File: config.mk
export PLATFORM = sky130hd
export DESIGN_NAME = mat_tx_sequencer
export DESIGN_NICKNAME = d
export VERILOG_FILES = /design/src/rtl/mat_tx_sequencer_pkg.sv /design/src/rtl/mat_tx_sequencer_sync_edge.sv /design/src/rtl/mat_tx_sequencer.sv
export SDC_FILE = /design/constraint.sdc
export NUM_CORES = 1
export LEC_CHECK = 0
export ABC_CLOCK_PERIOD_IN_PS = 6300
export CAP_MARGIN = 20
export CORE_AREA = 2 2 91 93
export DETAILED_ROUTE_END_ITERATION = 12
export DIE_AREA = 0 0 93 95
export GPL_TIMING_DRIVEN = 0
export PLACE_DENSITY = 0.68
export SLEW_MARGIN = 15
export SYNTH_ARGS = -nofsm -noshare
export SYNTH_HDL_FRONTEND = slang
export SYNTH_HIERARCHICAL = 1
export SYNTH_SLANG_ARGS = --single-unit
File: constraint.sdc
create_clock -name slow_clk -period 6.3 [get_ports slow_clk]
set_clock_uncertainty 0.2 [all_clocks]
set_input_delay 1.575 -clock slow_clk [delete_from_list [all_inputs] [get_ports slow_clk]]
set_output_delay 1.575 -clock slow_clk [all_outputs]
set_load 0.01 [all_outputs]
File: src/rtl/mat_tx_sequencer_pkg.sv
// Shared definitions for the matrix-to-UART sequencer: state encoding,
// default delimiter, handshake timeout and element byte-count helper.
package mat_tx_sequencer_pkg;

    typedef enum logic [3:0] {
        S_IDLE,
        S_FETCH,
        S_WAIT_RD,
        S_LOAD,
        S_SEND,
        S_WAIT_HI,
        S_WAIT_LO,
        S_NEXT,
        S_DELIM,
        S_NEXT_AFTER_DELIM,
        S_DONE
    } state_t;

    localparam logic [7:0]  DELIM_DEFAULT  = 8'h0A;
    localparam int unsigned TIMEOUT_CYCLES = 8;

    function automatic int unsigned bytes_per_elem(input int unsigned data_w);
        return data_w / 8;
    endfunction

endpackage

File: src/rtl/mat_tx_sequencer_sync_edge.sv
// Two-flop synchroniser; with EDGE=1 the output is a one-cycle pulse on
// the rising edge of the synchronised input, otherwise the level itself.
module mat_tx_sequencer_sync_edge #(
    parameter bit EDGE = 1'b0
) (
    input  logic i_clk,
    input  logic i_rst,
    input  logic i_d,
    output logic o_q
);

    logic r_s1;
    logic r_s2;
    logic r_s3;

    always_ff @(posedge i_clk or posedge i_rst) begin
        if (i_rst) begin
            r_s1 <= 1'b0;
            r_s2 <= 1'b0;
            r_s3 <= 1'b0;
        end else begin
            r_s1 <= i_d;
            r_s2 <= r_s1;
            r_s3 <= r_s2;
        end
    end

    assign o_q = EDGE ? (r_s2 & ~r_s3) : r_s2;

endmodule

File: src/rtl/mat_tx_sequencer.sv
// Walks a ROWS x COLS matrix memory, splits each element into bytes and
// streams them to a UART transmitter, optionally delimiting each line.
module mat_tx_sequencer
    import mat_tx_sequencer_pkg::*;
#(
    parameter int unsigned ROWS   = 2,
    parameter int unsigned COLS   = 2,
    parameter int unsigned DATA_W = 8,
    parameter int unsigned ADDR_W = 8,
    parameter logic [7:0]  DELIM  = DELIM_DEFAULT
) (
    input  logic              slow_clk,
    input  logic              rst,
    input  logic              start,
    input  logic              col_major,
    input  logic              msb_first,
    input  logic              delim_en,
    output logic              rd_en,
    output logic [ADDR_W-1:0] rd_addr,
    input  logic [DATA_W-1:0] rd_data,
    output logic              tx_start,
    output logic [7:0]        tx_byte,
    input  logic              tx_busy,
    output logic              busy,
    output logic              done,
    output logic [15:0]       sent_count
);

    localparam int unsigned NB = bytes_per_elem(DATA_W);
    localparam int unsigned RW = (ROWS > 1) ? $clog2(ROWS) : 1;
    localparam int unsigned CW = (COLS > 1) ? $clog2(COLS) : 1;
    localparam int unsigned BW = (NB > 1) ? $clog2(NB) : 1;
    localparam int unsigned TW = $clog2(TIMEOUT_CYCLES);

    localparam logic [RW-1:0] ROW_LAST = RW'(ROWS - 1);
    localparam logic [CW-1:0] COL_LAST = CW'(COLS - 1);
    localparam logic [BW-1:0] NB_M1    = BW'(NB - 1);
    localparam logic [TW-1:0] TO_LAST  = TW'(TIMEOUT_CYCLES - 1);

    state_t              r_state;
    state_t              w_next;
    logic [RW-1:0]       r_row;
    logic [CW-1:0]       r_col;
    logic [BW-1:0]       r_byte_idx;
    logic [TW-1:0]       r_to_cnt;
    logic [DATA_W-1:0]   r_elem;
    logic                r_col_major_l;
    logic                r_msb_l;
    logic                r_delim_l;
    logic                r_last_sent;
    logic                r_in_delim;
    logic [7:0]          r_tx_byte;
    logic [ADDR_W-1:0]   r_rd_addr;
    logic [15:0]         r_sent_count;

    logic                w_start_rise;
    logic                w_busy_s;
    logic                w_eol;
    logic                w_last_elem;
    logic                w_byte_last;
    logic                w_timeout;
    logic [BW-1:0]       w_byte_sel;
    logic [7:0]          w_sel_byte;

    mat_tx_sequencer_sync_edge #(.EDGE(1'b1)) u_start_edge (
        .i_clk (slow_clk),
        .i_rst (rst),
        .i_d   (start),
        .o_q   (w_start_rise)
    );

    mat_tx_sequencer_sync_edge #(.EDGE(1'b0)) u_busy_sync (
        .i_clk (slow_clk),
        .i_rst (rst),
        .i_d   (tx_busy),
        .o_q   (w_busy_s)
    );

    // End of line is known before the indices advance, so NEXT decides from current r/c.
    assign w_eol       = r_col_major_l ? (r_row == ROW_LAST) : (r_col == COL_LAST);
    assign w_last_elem = (r_row == ROW_LAST) && (r_col == COL_LAST);
    assign w_byte_last = (r_byte_idx == NB_M1);
    assign w_timeout   = (r_to_cnt == TO_LAST);
    assign w_byte_sel  = r_msb_l ? (NB_M1 - r_byte_idx) : r_byte_idx;

    always_comb begin
        w_sel_byte = '0;
        for (int unsigned i = 0; i < NB; i++) begin
            if (w_byte_sel == BW'(i)) begin
                w_sel_byte = r_elem[i*8 +: 8];
            end
        end
    end

    always_ff @(posedge slow_clk or posedge rst) begin
        if (rst) begin
            r_state <= S_IDLE;
        end else begin
            r_state <= w_next;
        end
    end

    always_comb begin
        w_next = r_state;
        case (r_state)
            S_IDLE:             if (w_start_rise) w_next = S_FETCH;
            S_FETCH:            w_next = S_WAIT_RD;
            S_WAIT_RD:          w_next = S_LOAD;
            S_LOAD:             w_next = S_SEND;
            S_SEND:             w_next = S_WAIT_HI;
            S_WAIT_HI:          if (w_busy_s || w_timeout) w_next = S_WAIT_LO;
            S_WAIT_LO:          if (!w_busy_s) w_next = r_in_delim ? S_NEXT_AFTER_DELIM : S_NEXT;
            S_NEXT: begin
                if (!w_byte_last)           w_next = S_LOAD;
                else if (w_eol && r_delim_l) w_next = S_DELIM;
                else if (w_last_elem)       w_next = S_DONE;
                else                        w_next = S_FETCH;
            end
            S_DELIM:            w_next = S_SEND;
            S_NEXT_AFTER_DELIM: w_next = r_last_sent ? S_DONE : S_FETCH;
            S_DONE:             w_next = S_IDLE;
            default:            w_next = S_IDLE;
        endcase
    end

    always_comb begin
        rd_en    = (r_state == S_FETCH);
        tx_start = (r_state == S_SEND);
        done     = (r_state == S_DONE);
        busy     = (r_state != S_IDLE);
    end

    assign tx_byte    = r_tx_byte;
    assign rd_addr    = r_rd_addr;
    assign sent_count = r_sent_count;

    always_ff @(posedge slow_clk or posedge rst) begin
        if (rst) begin
            r_row         <= '0;
            r_col         <= '0;
            r_byte_idx    <= '0;
            r_to_cnt      <= '0;
            r_elem        <= '0;
            r_col_major_l <= 1'b0;
            r_msb_l       <= 1'b0;
            r_delim_l     <= 1'b0;
            r_last_sent   <= 1'b0;
            r_in_delim    <= 1'b0;
            r_tx_byte     <= '0;
            r_rd_addr     <= '0;
            r_sent_count  <= '0;
        end else begin
            case (r_state)
                S_IDLE: begin
                    if (w_start_rise) begin
                        r_col_major_l <= col_major;
                        r_msb_l       <= msb_first;
                        r_delim_l     <= delim_en;
                        r_row         <= '0;
                        r_col         <= '0;
                        r_byte_idx    <= '0;
                        r_sent_count  <= '0;
                        r_rd_addr     <= '0;
                        r_last_sent   <= 1'b0;
                        r_in_delim    <= 1'b0;
                    end
                end
                S_WAIT_RD: r_elem    <= rd_data;
                S_LOAD:    r_tx_byte <= w_sel_byte;
                S_SEND: begin
                    r_sent_count <= r_sent_count + 16'd1;
                    r_to_cnt     <= '0;
                end
                S_WAIT_HI: r_to_cnt <= r_to_cnt + TW'(1);
                S_NEXT: begin
                    if (!w_byte_last) begin
                        r_byte_idx <= r_byte_idx + BW'(1);
                    end else begin
                        r_byte_idx <= '0;
                        if (w_last_elem) r_last_sent <= 1'b1;
                        // Address tracks r*COLS+c incrementally; column wrap restarts at the new column.
                        if (!r_col_major_l) begin
                            r_rd_addr <= r_rd_addr + ADDR_W'(1);
                            if (r_col == COL_LAST) begin
                                r_col <= '0;
                                r_row <= r_row + RW'(1);
                            end else begin
                                r_col <= r_col + CW'(1);
                            end
                        end else begin
                            if (r_row == ROW_LAST) begin
                                r_row     <= '0;
                                r_col     <= r_col + CW'(1);
                                r_rd_addr <= ADDR_W'(r_col) + ADDR_W'(1);
                            end else begin
                                r_row     <= r_row + RW'(1);
                                r_rd_addr <= r_rd_addr + ADDR_W'(COLS);
                            end
                        end
                    end
                end
                S_DELIM: begin
                    r_tx_byte  <= DELIM;
                    r_in_delim <= 1'b1;
                end
                S_NEXT_AFTER_DELIM: r_in_delim <= 1'b0;
                default: ;
            endcase
        end
    end

endmodule

==> impl_metrics.py, run 1 <==
metrics = {
    "sta": {
        "slew-limit-headroom_pct": 40.0,
        "layout_min_cycle_time_ns": 4.06,
        "period_share_pct": 64.4,
        "timing.final.hold_violations": 0,
        "timing.final.setup_violations": 0,
        "maxSlewViolCount": 0,
        "tightestPinTransition_ns": 0.892,
        "timing.fmax_mhz": 246,
        "tns_ns": 0,
        "fin_worst_hold_slack_ns": 0.161,
        "grt_setup_unrepaired": "false",
    },
    "finish": {
        "drive_gt1_share_pct": 10.7,
        "finish.net_count": 397,
        "fillerInstances": 749,
        "final-instance-count-excl-fill": 487,
        "final_core_utilization_pct": 49.3,
        "layout.cells.most_common_list": "58 x sky130_fd_sc_hd__dfrtp_1, 49 x sky130_fd_sc_hd__clkdlybuf4s50_1, 36 x sky130_fd_sc_hd__nand2_1",
        "most_common_library_cell_in_the_layout_ignoring_fill_and_taps": "sky130_fd_sc_hd__dfrtp_1",
        "layout-area-overhead-vs-synth_pct": 28.6,
        "n_antenna_cell": 0,
    },
    "critical_path": {
        "timing_worst_setup_path_type": "reg2out",
        "critPathSlowestCell": "sky130_fd_sc_hd__nor4_1",
        "rr_startpoint": "r_state[2]$_DFFE_PP0P_",
        "arrival_time_reported_for_the_critical_path_endpoint_ns": 2.28,
        "cp-startpoint": "r_state[2]$_DFFE_PP0P_",
        "critPathCaptureType": "primary output",
        "critPathRequiredTime_ns": 4.53,
        "crit_path_start_kind": "flip-flop",
        "crit_path_max_incr_delay_ns": 0.72,
        "path_max_fanout": 10,
        "path_cells": "clkbuf_1 -> nor4_1 -> inv_1 -> clkdlybuf4s50_1",
    },
    "global_routing": {
        "grt_util_met1_pct": 23.2,
        "grt_antenna_before_repair": 0,
        "met3_usage_pct": 4.39,
        "pin_count_of_the_biggest_net_entering_global_routing": 36,
        "gr-usage-all-layers_pct": 17.4,
        "most_used_layer_global_route": "met2",
        "globalRouteMet2Util_pct": 26.6,
        "grt_pass1_vias": 2509,
        "grt-ovfl-total": 0,
        "first_pass_grt_wire_length_um": 11900,
    },
    "cts": {
        "clock_root_buffer_master": "sky130_fd_sc_hd__clkbuf_8",
        "cts.clk_slew.worst_paths_ns": 0.07,
        "tritoncts.num_buffers": 9,
        "clock-sinks": 58,
        "cts-root-to-sink-buffers": 2,
        "cts_hold_buffers": 0,
        "clk-insertion-delay-late_ns": 0.34,
        "cts_tree": "built",
        "postCtsSetupBuffers": 0,
        "htree_levels": 3,
        "post_cts_resize_count": 0,
    },
    "flow_run": {
        "drv_cap": 0,
    },
    "detailed_routing": {
        "vias_per_cell": 5.40,
        "dr.pass1.iters": 4,
        "count_of_routing_violations_after_the_opening_detailed_route_iteration": 183,
        "postRouteAntennaNets": 0,
        "routed-via-count": 2632,
        "routed_wirelength_um": 7200,
        "remaining_drc_errors": 0,
        "wl_per_cell_um": 14.8,
    },
    "placement": {
        "hpwlAfterDp_um": 4970,
        "numPortBuffers": 49,
        "routabilityCongestion": 0.866,
        "place_inst": 471,
    },
    "synthesis": {
        "synth_enable_flop_cells": 0,
        "synth.net_count": 336,
        "synth_top_flop_cell": "sky130_fd_sc_hd__dfrtp_1",
        "yosys_warnings": 6,
        "async_flop_share_pct": 100,
        "syn_area_per_cell_um2": 9.61,
        "syn_area_um2": 3040,
        "yosysUniqueCellTypes": 56,
        "syn-instance-count": 316,
        "postSynthRegisterBits": 58,
        "sequential_share_of_the_synthesized_area_pct": 47.8,
    },
    "floorplan": {
        "effective_utilization_at_floorplan_pct": 38.3,
        "placeableCoreArea_um2": 7930,
        "dieArea_um2": 8840,
        "die-width_um": 93,
        "io_pins": 51,
        "fp-row-count": 33,
        "dieHeight_um": 95,
    },
    "hold_path": {
        "hold_path.startpoint": "u_busy_sync/r_s1$_DFF_PP0_",
        "holdCritPathClass": "reg2reg",
    },
    "pwr": {
        "powerDensity_nw_per_um2": 425,
        "power.leakage_nw": 1.60,
        "largest_vdd_supply_drop_v": 0.000236,
    },
    "run_status": {
        "run_status": "finished clean",
    },
}
==> cells by family (layout without fill, tap and decap cells) <==
logic type,count (synthesis),count (layout),synth area share (%)
AND/OR/NAND/NOR,113,113,20.9
AO/OA/AOI/OAI,96,96,20.2
flip-flops,58,58,47.8
buffers and inverters,30,96,4.20
multiplexers,11,11,4.04
adder cells (fa/ha/maj),5,5,2.06
XOR/XNOR,3,3,0.865
==> registers in the layout (all words and copies together), names as in the netlist, 3 cells and up <==
register    cells
r_elem          8
r_to_cnt        3
rd_addr         8
r_state         4
sent_count     16
tx_byte         8
==> cell type report <==
cell class / count / area [um2] / share of cell area (%)
buffer: 20 / 90.1 / 2.31
clock buffer: 10 / 138 / 3.52
clock inverter: 6 / 90.1 / 2.31
inverter: 10 / 37.5 / 0.961
multi-input combinational: 228 / 1460 / 37.3
sequential: 58 / 1450 / 37.1
tap: 105 / 131 / 3.36
timing repair buffer: 50 / 510 / 13.1
==> path summary, 6_finish.rpt <==
path	to	slack [ns]	cells past startpoint
min reg2reg	u_busy_sync/o_q$_DFF_PP0_	0.16	0
max in group asynchronous	r_state[3]$_DFFE_PP0P_	3.98	3
max	busy	2.24	4
min	u_busy_sync/o_q$_DFF_PP0_	0.16	0
min in group asynchronous	u_busy_sync/r_s1$_DFF_PP0_	1.26	2
max reg2reg	rd_addr[0]$_DFFE_PP0P_	3.67	5
==> critical path: cells and delay by family, from the launching register on <==
family | cells | cell delay [ns]
buffers and inverters | 3 | 0.85
DFF | 1 | 0.37
and+or+nand+nor | 1 | 0.72
==> Yosys cell counts (3+ instances only) <==
master | n | area (um2)
sky130_fd_sc_hd__nor2b_1 | 7 | 43.8
sky130_fd_sc_hd__nor3_1 | 7 | 35.0
sky130_fd_sc_hd__o31ai_1 | 7 | 52.6
sky130_fd_sc_hd__inv_1 | 9 | 33.8
sky130_fd_sc_hd__a21oi_1 | 18 | 90.1
sky130_fd_sc_hd__and4_1 | 3 | 26.3
sky130_fd_sc_hd__dfrtp_1 | 58 | 1450
sky130_fd_sc_hd__a31oi_1 | 4 | 25.0
sky130_fd_sc_hd__clkbuf_1 | 18 | 67.6
sky130_fd_sc_hd__nand4_1 | 7 | 43.8
sky130_fd_sc_hd__mux2_2 | 10 | 113
sky130_fd_sc_hd__a22oi_1 | 4 | 30.0
sky130_fd_sc_hd__o22ai_1 | 7 | 43.8
sky130_fd_sc_hd__nor2_1 | 9 | 33.8
sky130_fd_sc_hd__and2_1 | 4 | 25.0
sky130_fd_sc_hd__and3_1 | 5 | 31.3
sky130_fd_sc_hd__and4b_1 | 3 | 30.0
sky130_fd_sc_hd__nand2_1 | 36 | 135
sky130_fd_sc_hd__nand3_1 | 11 | 55.1
sky130_fd_sc_hd__o311ai_0 | 3 | 26.3
sky130_fd_sc_hd__nand2b_1 | 5 | 31.3
sky130_fd_sc_hd__o21ai_0 | 32 | 160
sky130_fd_sc_hd__o211ai_1 | 4 | 30.0
sky130_fd_sc_hd__ha_1 | 5 | 62.6
==> stage by stage <==
step / cell area (um2) / power, mW / setup WS, ns
after floorplan: 3040 / 1.02 / 3.24
after global placement: 3660 / 1.25 / 2.11
after detailed placement: 3680 / 1.27 / 2.57
after CTS: 3910 / 1.67 / 2.23
after global routing: 3910 / 1.78 / 2.04
final: 3910 / 1.66 / 2.24
==> where the power goes <==
part           internal (mW)  total [mW]  switching, mW
Sequential             0.483       0.585          0.103
Combinational          0.320       0.683          0.363
Clock                  0.234       0.392          0.158
==> layer usage <==
metal	part of all wire (%)	vias up
met1	47	1260
met4	2.1	0
met2	47	65
met3	4.1	11
met5	0	-
li1	-	1296
Power figures use the tool's default switching activity.
==> inputs of run 2 (changes only) <==
--- a/config.mk
+++ b/config.mk
@@ -5,13 +5,13 @@
 export SDC_FILE = /design/constraint.sdc
 export NUM_CORES = 1
 export LEC_CHECK = 0
-export ABC_CLOCK_PERIOD_IN_PS = 6300
+export ABC_CLOCK_PERIOD_IN_PS = 3500
 export CAP_MARGIN = 20
 export CORE_AREA = 2 2 91 93
 export DETAILED_ROUTE_END_ITERATION = 12
 export DIE_AREA = 0 0 93 95
 export GPL_TIMING_DRIVEN = 0
-export PLACE_DENSITY = 0.68
+export PLACE_DENSITY = 0.71
 export SLEW_MARGIN = 15
 export SYNTH_ARGS = -nofsm -noshare
 export SYNTH_HDL_FRONTEND = slang
==> constraint.sdc (replaced) <==
create_clock -name slow_clk -period 3.5 [get_ports slow_clk]
set_clock_uncertainty 0.2 [all_clocks]
set_input_delay 0.875 -clock slow_clk [delete_from_list [all_inputs] [get_ports slow_clk]]
set_output_delay 0.875 -clock slow_clk [all_outputs]
set_load 0.01 [all_outputs]
==> run 2 against run 1 <==
Net effect: first-iteration DRC count stayed put; routed wire length is 1.9% higher; critical path depth is 1 higher; clock power is 86% higher; largest power group unchanged.
==> impl_metrics.py, run 2 (synthesis results as in run 1) <==
metrics = {
    "floorplan": {
        "fp-row-count": 33,
        "effective_utilization_at_floorplan_pct": 38.3,
        "placeableCoreArea_um2": 7930,
        "dieHeight_um": 95,
        "die-width_um": 93,
        "io_pins": 51,
        "dieArea_um2": 8840,
    },
    "global_routing": {
        "pin_count_of_the_biggest_net_entering_global_routing": 32,
        "grt_antenna_before_repair": 0,
        "grt_pass1_vias": 2586,
        "grt-ovfl-total": 0,
        "first_pass_grt_wire_length_um": 12200,
        "gr-usage-all-layers_pct": 17.5,
    },
    "cts": {
        "clk-insertion-delay-late_ns": 0.34,
        "cts.clk_slew.worst_paths_ns": 0.07,
        "clock-sinks": 58,
        "cts-root-to-sink-buffers": 2,
        "cts_tree": "built",
        "htree_levels": 3,
        "tritoncts.num_buffers": 9,
        "clock_root_buffer_master": "sky130_fd_sc_hd__clkbuf_8",
    },
    "placement": {
        "routabilityCongestion": 0.886,
        "hpwlAfterDp_um": 4960,
        "place_inst": 471,
        "numPortBuffers": 49,
    },
    "critical_path": {
        "cp_top_family": "buffers and inverters",
        "crit_path_max_incr_delay_ns": 0.47,
        "crit_path_frequent_cell": "sky130_fd_sc_hd__clkbuf_1",
        "crit_path_start_kind": "flip-flop",
        "crit_buf_inv": 3,
        "path_max_fanout": 10,
        "critPathSlowestCell": "sky130_fd_sc_hd__clkdlybuf4s50_1",
        "critPathRequiredTime_ns": 2.42,
        "timing.reg2reg.worst_path_depth": 5,
        "critPathCaptureType": "primary output",
        "path_cells": "clkbuf_1 -> clkbuf_1 -> nor2_1 -> and3_1 -> clkdlybuf4s50_1",
        "arrival_time_reported_for_the_critical_path_endpoint_ns": 2.25,
        "r2r_setup_slack_ns": 0.86,
        "timing_worst_setup_path_type": "reg2out",
        "path_depth": 5,
    },
    "detailed_routing": {
        "routed-via-count": 2725,
        "route.layer.met1.wl_um": 3400,
        "remaining_drc_errors": 0,
        "count_of_routing_violations_after_the_opening_detailed_route_iteration": 183,
        "wl_per_cell_um": 15.1,
        "postRouteAntennaNets": 0,
        "routed-wl-met2_um": 3480,
        "dr_wl_met3_um": 317,
        "vias_per_cell": 5.60,
        "top_layer_used": "met4",
        "routed_wirelength_um": 7340,
        "dr.pass1.iters": 4,
    },
    "finish": {
        "drive_gt1_share_pct": 11.0,
        "fillerInstances": 751,
        "finish.net_count": 397,
        "area_taken_by_multi_input_logic_gates_um2": 1460,
        "final-instance-count-excl-fill": 487,
        "largest_register_ffs": 16,
        "layout-area-overhead-vs-synth_pct": 29.0,
        "most_common_library_cell_in_the_layout_ignoring_fill_and_taps": "sky130_fd_sc_hd__dfrtp_1",
        "n_antenna_cell": 0,
        "layout.cells.most_common_list": "58 x sky130_fd_sc_hd__dfrtp_1, 49 x sky130_fd_sc_hd__clkdlybuf4s50_1, 36 x sky130_fd_sc_hd__nand2_1",
        "final-seq-area_um2": 1450,
    },
    "sta": {
        "timing.final.setup_violations": 0,
        "layout_min_cycle_time_ns": 3.33,
        "period_share_pct": 95.0,
        "tightestPinTransition_ns": 0.874,
        "timing.final.hold_violations": 0,
        "grt_setup_unrepaired": "false",
        "maxSlewViolCount": 0,
        "slew-limit-headroom_pct": 41.2,
        "tns_ns": 0,
        "timing.fmax_mhz": 301,
    },
    "hold_path": {
        "hold-path-cell-count": 0,
        "holdCritPathClass": "reg2reg",
    },
    "pwr": {
        "powerDensity_nw_per_um2": 770,
        "power.leakage_nw": 1.61,
        "largest_vdd_supply_drop_v": 0.000491,
    },
    "flow_run": {
        "drv_cap": 0,
    },
    "run_status": {
        "run_status": "finished clean",
    },
}
-- run 2: worst register-to-register path, cell delays in order (launching register included) --
cell and delay (ns):
sky130_fd_sc_hd__dfrtp_1 0.37, sky130_fd_sc_hd__clkbuf_1 0.21, sky130_fd_sc_hd__nor4_1 0.71, sky130_fd_sc_hd__nand2_1 0.38, sky130_fd_sc_hd__a32o_1 0.36, sky130_fd_sc_hd__a221o_1 0.29
-- run 2: final cells by class --
type / count / share of cell area [%]
buffer: 20 / 2.33
clock buffer: 12 / 4.21
clock inverter: 4 / 1.85
inverter: 10 / 0.958
multi-input combinational: 228 / 37.2
sequential: 58 / 37.0
tap: 105 / 3.35
timing repair buffer: 50 / 13.0
-- run 2: report_power, final --
part	switching (mW)	internal (mW)	leakage, nW
Sequential	0.180	0.869	0.739
Clock	0.273	0.458	0.119
Combinational	0.662	0.576	0.754
Total	1.11	1.90	1.61
-- run 2: what timing repair did --
item	in CTS	in global routing
endpoints found under the setup margin	0	1
resized for setup	0	2
hold buffers	0	0
buffers inserted	0	0
-- run 2: worst paths after layout --
check / start / endpoint
max: r_state[0]$_DFFE_PP0P_ / done
min reg2reg: u_busy_sync/r_s1$_DFF_PP0_ / u_busy_sync/o_q$_DFF_PP0_
max reg2reg: r_state[2]$_DFFE_PP0P_ / rd_addr[0]$_DFFE_PP0P_
min in group asynchronous: rst / u_busy_sync/o_q$_DFF_PP0_
max in group asynchronous: rst / r_in_delim$_DFFE_PP0P_
min: u_busy_sync/r_s1$_DFF_PP0_ / u_busy_sync/o_q$_DFF_PP0_
-- run 2: routing by layer --
metal | track usage [%] | up-vias
li1 | - | 1296
met3 | 2.87 | 8
met5 | 0 | -
met2 | 27.4 | 85
met4 | 8.95 | 0
met1 | 23.6 | 1336
-- run 2: per-stage QoR --
| step | total power, mW | instance area [um2] | hold WS [ns] | setup slack [ns] | utilization [%] |
|---|---|---|---|---|---|
| final | 3.02 | 3920 | 0.147 | 0.174 | 49.4 |
| after floorplan | 1.84 | 3040 | 0.131 | 1.14 | - |
| after global placement | 2.24 | 3660 | 0.134 | 0.0325 | 46.2 |
| after CTS | 3.02 | 3920 | 0.153 | 0.130 | 49.4 |
| after global routing | 3.23 | 3920 | 0.160 | 0.0532 | 49.4 |
| after detailed placement | 2.28 | 3680 | 0.136 | 0.504 | 46.4 |
